$ cat config.mk
export PLATFORM = sky130hd
export DESIGN_NAME = cmp_result_monitor
export DESIGN_NICKNAME = d
export VERILOG_FILES = /design/src/rtl/cmp_result_monitor.sv
export SDC_FILE = /design/constraint.sdc
export NUM_CORES = 1
export LEC_CHECK = 0
export BUFFER_PORTS_ARGS = -buffer_cell sky130_fd_sc_hd__buf_2
export CAP_MARGIN = 20
export CORE_MARGIN = 1.5
export CORE_UTILIZATION = 58
export DETAILED_ROUTE_END_ITERATION = 7
export MAX_ROUTING_LAYER = met4
export PLACE_DENSITY = 0.88
export SYNTH_ARGS = -nofsm -noshare
export SYNTH_HDL_FRONTEND = slang
export SYNTH_SLANG_ARGS = --single-unit
$ cat constraint.sdc
create_clock -name clk -period 3.95 [get_ports clk]
set_input_delay 0.5925 -clock clk [delete_from_list [all_inputs] [get_ports clk]]
set_output_delay 0.5925 -clock clk [all_outputs]
set_load 0.1 [all_outputs]
$ cat src/rtl/cmp_result_monitor.sv
// Registered monitor for the ceq/clt/cgt comparator flags: saturating per-relation
// tallies, run-length tracking with a streak alarm, and a sticky malformed-flag error.
module cmp_result_monitor #(
  parameter int CNT_W    = 8,
  parameter int STREAK_N = 3
) (
  input  logic             clk,
  input  logic             rst_n,
  input  logic             in_valid,
  input  logic             ceq,
  input  logic             clt,
  input  logic             cgt,
  input  logic             clear,
  output logic [CNT_W-1:0] eq_cnt,
  output logic [CNT_W-1:0] lt_cnt,
  output logic [CNT_W-1:0] gt_cnt,
  output logic [1:0]       last_rel,
  output logic [7:0]       run_len,
  output logic             alarm,
  output logic             flag_err
);

  // Handshake: there is no backpressure; a sample is consumed on every rising
  // edge where in_valid=1 and clear=0, and its effect appears one cycle later.

  typedef enum logic [1:0] {
    S_IDLE = 2'b00,
    S_EQ   = 2'b01,
    S_LT   = 2'b10,
    S_GT   = 2'b11
  } state_t;

  localparam logic [7:0]       RUN_MAX = 8'(STREAK_N);
  localparam logic [7:0]       RUN_PRE = 8'(STREAK_N - 1);
  localparam logic [CNT_W-1:0] CNT_MAX = '1;
  localparam logic [CNT_W-1:0] CNT_ONE = CNT_W'(1);

  state_t           state_q, state_d;
  logic [CNT_W-1:0] eq_q, eq_d, lt_q, lt_d, gt_q, gt_d;
  logic [7:0]       run_q, run_d;
  logic             alarm_q, alarm_d;
  logic             err_q, err_d;
  state_t           sample_rel;
  logic             one_hot;

  always_comb begin
    sample_rel = S_IDLE;
    one_hot    = 1'b0;
    case ({ceq, clt, cgt})
      3'b100:  begin sample_rel = S_EQ; one_hot = 1'b1; end
      3'b010:  begin sample_rel = S_LT; one_hot = 1'b1; end
      3'b001:  begin sample_rel = S_GT; one_hot = 1'b1; end
      default: begin sample_rel = S_IDLE; one_hot = 1'b0; end
    endcase
  end

  always_comb begin
    state_d = state_q;
    eq_d    = eq_q;
    lt_d    = lt_q;
    gt_d    = gt_q;
    run_d   = run_q;
    alarm_d = 1'b0;
    err_d   = err_q;
    if (clear) begin
      state_d = S_IDLE;
      eq_d    = '0;
      lt_d    = '0;
      gt_d    = '0;
      run_d   = '0;
      err_d   = 1'b0;
    end else if (in_valid) begin
      if (one_hot) begin
        if (sample_rel == state_q) begin
          if (run_q != RUN_MAX) run_d = run_q + 8'd1;
          // Only the step into saturation alarms; a fresh run starts at 1 and STREAK_N >= 2.
          alarm_d = (run_q == RUN_PRE);
        end else begin
          state_d = sample_rel;
          run_d   = 8'd1;
        end
        case (sample_rel)
          S_EQ:    if (eq_q != CNT_MAX) eq_d = eq_q + CNT_ONE;
          S_LT:    if (lt_q != CNT_MAX) lt_d = lt_q + CNT_ONE;
          S_GT:    if (gt_q != CNT_MAX) gt_d = gt_q + CNT_ONE;
          default: ;
        endcase
      end else begin
        state_d = S_IDLE;
        run_d   = '0;
        err_d   = 1'b1;
      end
    end
  end

  always_ff @(posedge clk) begin
    if (!rst_n) begin
      state_q <= S_IDLE;
      eq_q    <= '0;
      lt_q    <= '0;
      gt_q    <= '0;
      run_q   <= '0;
      alarm_q <= 1'b0;
      err_q   <= 1'b0;
    end else begin
      state_q <= state_d;
      eq_q    <= eq_d;
      lt_q    <= lt_d;
      gt_q    <= gt_d;
      run_q   <= run_d;
      alarm_q <= alarm_d;
      err_q   <= err_d;
    end
  end

  assign eq_cnt   = eq_q;
  assign lt_cnt   = lt_q;
  assign gt_cnt   = gt_q;
  assign last_rel = state_q;
  assign run_len  = run_q;
  assign alarm    = alarm_q;
  assign flag_err = err_q;

endmodule

---- Yosys cells after proc, flatten, opt, wreduce, memory -nomap -nowiden ----
Index checks and enable logic that the tools add are counted.
storage, ports and cells
  latch bits .............................. 0
  output and inout bits ................... 36
  memory bits (writable) .................. 0
  register bits ........................... 36
  memories kept ........................... 0
  bits of input ports ..................... 7
  logic and storage cells ................. 45
  ROM bits ................................ 0
operators by class
  $mul .................................... 0
  divide/modulo/power cells ............... 0
  reductions and logical operators ........ 9
  eq/ne operators ......................... 14
  mux-type cells .......................... 7
  add/subtract/negate cells ............... 4
  shift-type cells ........................ 0
  bitwise operators ....................... 4
  magnitude comparators ................... 0
operators with widths
  operator                                       count
  adder 8 x 1 -> 8 bit, second input constant    4
  2-to-1 mux 8 bit                               3
  != test 8 bit, second input constant           3
  AND reduction 4 bit                            3
  == test 8 x 2 -> 1 bit, second input constant  1
  != test 8 x 2 -> 1 bit, second input constant  1
  one-hot mux 2 bit (3 select lines)             1
  AND reduction 2 bit                            3
  OR reduction 5 bit                             1
  == test 2 bit, second input constant           2
  2-to-1 mux 2 bit                               2
  NOT 1 bit                                      4
  == test 3 x 1 -> 1 bit, second input constant  1
  == test 3 x 2 -> 1 bit, second input constant  1
  == test 3 bit, second input constant           1
  != test 3 x 2 -> 1 bit, second input constant  1
  OR reduction 3 bit                             1
  == test 2 x 1 -> 1 bit, second input constant  1
  == test 2 bit                                  1
  != test 2 bit, second input constant           1
  OR reduction 2 bit                             1
  2-to-1 mux 1 bit                               1

---- Depth between registers and ports, before layout ----
  depth in word-level cells ............... 5
  gate-level depth with buffers ........... 6
  depth with buffers taken out ............ 5

---- Worst setup path after synthesis ----
No wires, ideal clock.
  path type ............................... reg-to-reg
  start ................................... register gt_q[0], in the netlist gt_cnt[0]
  end ..................................... register gt_q[6], in the netlist gt_cnt[6]
  period minus slack after synthesis ...... 2207 ps
  setup time .............................. 128 ps
  slack ................................... 1743 ps
  arrival ................................. 2080 ps
  cell stages (with the launch flop) ...... 6
  required time ........................... 3822 ps
  path buffers ............................ 0
  cell sequence ........................... dfxtp_1 ha_1 nand2_1 a2111oi_0 xnor2_1 nor2_1
on the way
  longest elaborated chain between the ends .. 2
  elaborated cells on any way between the ends .. 3
  classes of those cells .................. add/sub: 1; eq/ne: 1; reduce/logical: 1
RTL lines
  element                                                                       line  RTL
  start: declaration                                                            39    logic [CNT_W-1:0] eq_q, eq_d, lt_q, lt_d, gt_q, gt_d;
  start signal: assignment                                                      109   gt_q <= gt_d;
  parallel branches: the longest is 2 deep, another holds adder 8 x 1 -> 8 bit  n/a
Parallel ways; which one is timed is not known.
A chain may end at the register's enable or synchronous reset.

---- Worst setup path after layout ----
  start ................................... register gt_q[2], in the netlist gt_cnt[2]
  end ..................................... output gt_cnt[2]
RTL lines
  element           line  RTL
  end: declaration  16    output logic [CNT_W-1:0] gt_cnt,
No word-level cell between the ends.

==> impl_metrics.toml <==
[worst_setup_path]
crit_type = "reg -> out"
end_kind = "output pin"
cp_slowest_cell = "dfxtp_1"
start_kind = "register"
max_stage_delay_ps = 490
arrival_ps = 1320
cp_max_fo = 8
cp_num_buf_inv = 1
cp_top_family = "flip-flops"
cp.required_ps = 3360
worstPathCellList = "buf_2"

[sta]
setup_violations = 0
period_minus_slack_ps = 1910
slew-limit-headroom_pct = 27.4
fmax_ghz = 0.523
finalCritPeriodShare_pct = 48.4
rsz0062_at_grt = "no"
fin_skew_ps = 4.32
worst_pin_slew_ps = 1090
hold_viol = 0
final_max_slew_viol_count = 0
finalSetupTns_ps = 0

[grt]
grt_use_met2_pct = 36.6
grt_max_degree = 37
overflow = 0
grtUsageMet1_pct = 33.5
antenna_found_initial = 0
first_global_vias = 1572
grtUsageMet3_pct = 6.30
grt-busiest-layer = "met2"
grt.total_usage_pct = 24.9
grt_pass1_wl_microns = 6860

[detailed_routing]
ant_nets = 0
wl_per_cell_microns = 13.5
drtIter0Drc = 127
dr.pass1.iters = 4
avgViaCountPerCell = 6.05
drc_errors = 0
vias = 1883
wirelength_microns = 4200

[floorplanning]
core_area_sq_um = 3130
die_area_sq_um = 3730
rows = 20
initial_core_util_pct = 62.5
pin_count = 43
die_y_microns = 61.1
die_w_microns = 61.1

[clock_tree]
clkTransAtPathRegs_ps = 100
cts.sink_count = 36
cts_tree = "yes"
clk_latency_ps = 350
numCtsBuffers = 5
htree_levels = 2
cts_hold_buf = 0
cts_max_path_buffers = 2
clockRootBuffer = "clkbuf_4"
post_cts_buffers = 0
cts_resized = 0

[yosys]
synth_flop_cell = "dfxtp_1"
yosysMostFrequentCell = "dfxtp_1"
avgSynthCellArea_sq_um = 8.65
yosys_warnings = 0
seq_area_frac_synth_pct = 36.9
synth_commonest_cells = "dfxtp_1 (36), nand2_1 (21), nor2_1 (17)"
async_flop_share_pct = 0
syn_area_sq_um = 1960
yosysUniqueCellTypes = 50
synth_area_leader_cell = "dfxtp_1"
synthCells = 226
synth_area_leaders = "dfxtp_1 (37%), nand2_1 (4.0%), a21oi_1 (3.3%), nand3_1 (3.3%), nor2_1 (3.3%)"
synth_edf_count = 0
yosys.area.top_type_share_pct = 36.9
synthesis.nets = 238
synth-seq-cells = 36

[power]
power.total_uw = 632
peakVddDrop_mv = 0.150
leakagePower_uw = 0.000864
power_density_nw_per_um2 = 283

[layout]
num_antenna_cells = 0
fin_nets = 278
filler_cell_count = 265
drive_above_1_share_pct = 20.2
area_growth_pct = 14.2

[placed_design]
gp_congestion = 0.840
io_buffers = 42
hpwl_microns = 2810

[status]
status = "complete, no violations"

[run]
maxCapViolCount = 0

[worst_hold_path]
worstHoldPathType = "reg -> reg"
==> layout by cell type (no fill, tap or decap), drive strengths merged, types with 2 or more instances in the layout <==
cell / Yosys / routed
a2111oi: 2 / 2
buf: 5 / 43
xnor2: 5 / 5
or3b: 2 / 2
o211a: 2 / 2
o22ai: 6 / 6
o2111ai: 3 / 3
mux2i: 4 / 4
nand2: 21 / 21
nor3: 2 / 2
nand3: 13 / 13
or3: 6 / 6
dfxtp: 36 / 36
o21ai: 10 / 10
nor3b: 2 / 2
inv: 5 / 5
nand2b: 5 / 5
ha: 5 / 5
nor4: 6 / 6
o41ai: 3 / 3
or4: 6 / 6
nor2: 17 / 17
nand4bb: 2 / 2
and3: 3 / 3
a41o: 2 / 2
and4: 3 / 3
o31ai: 6 / 6
nand4: 4 / 4
xor2: 5 / 5
a21oi: 14 / 14
a41oi: 2 / 2
clkbuf: 5 / 8
o211ai: 3 / 3
==> layer usage <==
layer  wire (microns)  share of wire (%)  vias to the layer above
li1                 -                  -                      949
met1             2010                 48                      867
met2             1900                 45                       61
met3              245                5.8                        6
met4               53                1.3                        0
met5                0                  0                        -
==> stage by stage <==
stage                     utilization (%)  worst slack [ps]  hold slack (ps)  area, sq um  std cells
final                                71.4              2040              497         2230        311
after global routing                 71.4              1960              527         2230        311
after CTS                            71.4              2030              486         2230        311
after detailed placement             69.5              1870              459         2170        303
after global placement               69.5              1950              447         2170        303
after floorplan                         -              1740              815         1960        226
==> area by class of cell <==
type | count | area [sq um] | area share [%]
multi-input combinational | 175 | 1160 | 52.0
sequential | 36 | 721 | 32.3
timing repair buffer | 43 | 218 | 9.75
clock buffer | 8 | 58.8 | 2.63
tap | 44 | 55.1 | 2.46
inverter | 5 | 18.8 | 0.840
==> registers in the layout (all words and copies together), names as in the netlist <==
signal and flops:
lt_cnt 8, last_rel 2, eq_cnt 8, run_len 8, flag_err 1, alarm 1
gt_cnt 8
==> logic make-up (layout without fill, tap and decap cells) <==
logic type	Yosys count	count (layout)	share of synthesized area [%]
and+or+nand+nor	97	97	28.9
muxes	4	4	2.05
AOI/OAI and AO/OA	59	59	20.8
DFF	36	36	36.9
xor gates and xnor gates	10	10	4.48
adders and majority gates	5	5	3.20
buffers and inverters	15	56	3.71
==> power by group <==
group,leakage [uW],switching (uW),internal (uW)
registers,0.000290,2.26,365
logic,0.000541,39.6,15.7
clock network,0.0000326,122,87.8
==> path summary, 6_finish.rpt <==
kind / start / endpoint / slack (ps) / cells after the start
min reg2reg: flag_err / flag_err / 500 / 2
max reg2reg: gt_cnt[0] / gt_cnt[5] / 2300 / 4
min: flag_err / flag_err / 500 / 2
max: gt_cnt[2] / gt_cnt[2] / 2040 / 1
Power figures use the tool's default switching activity.
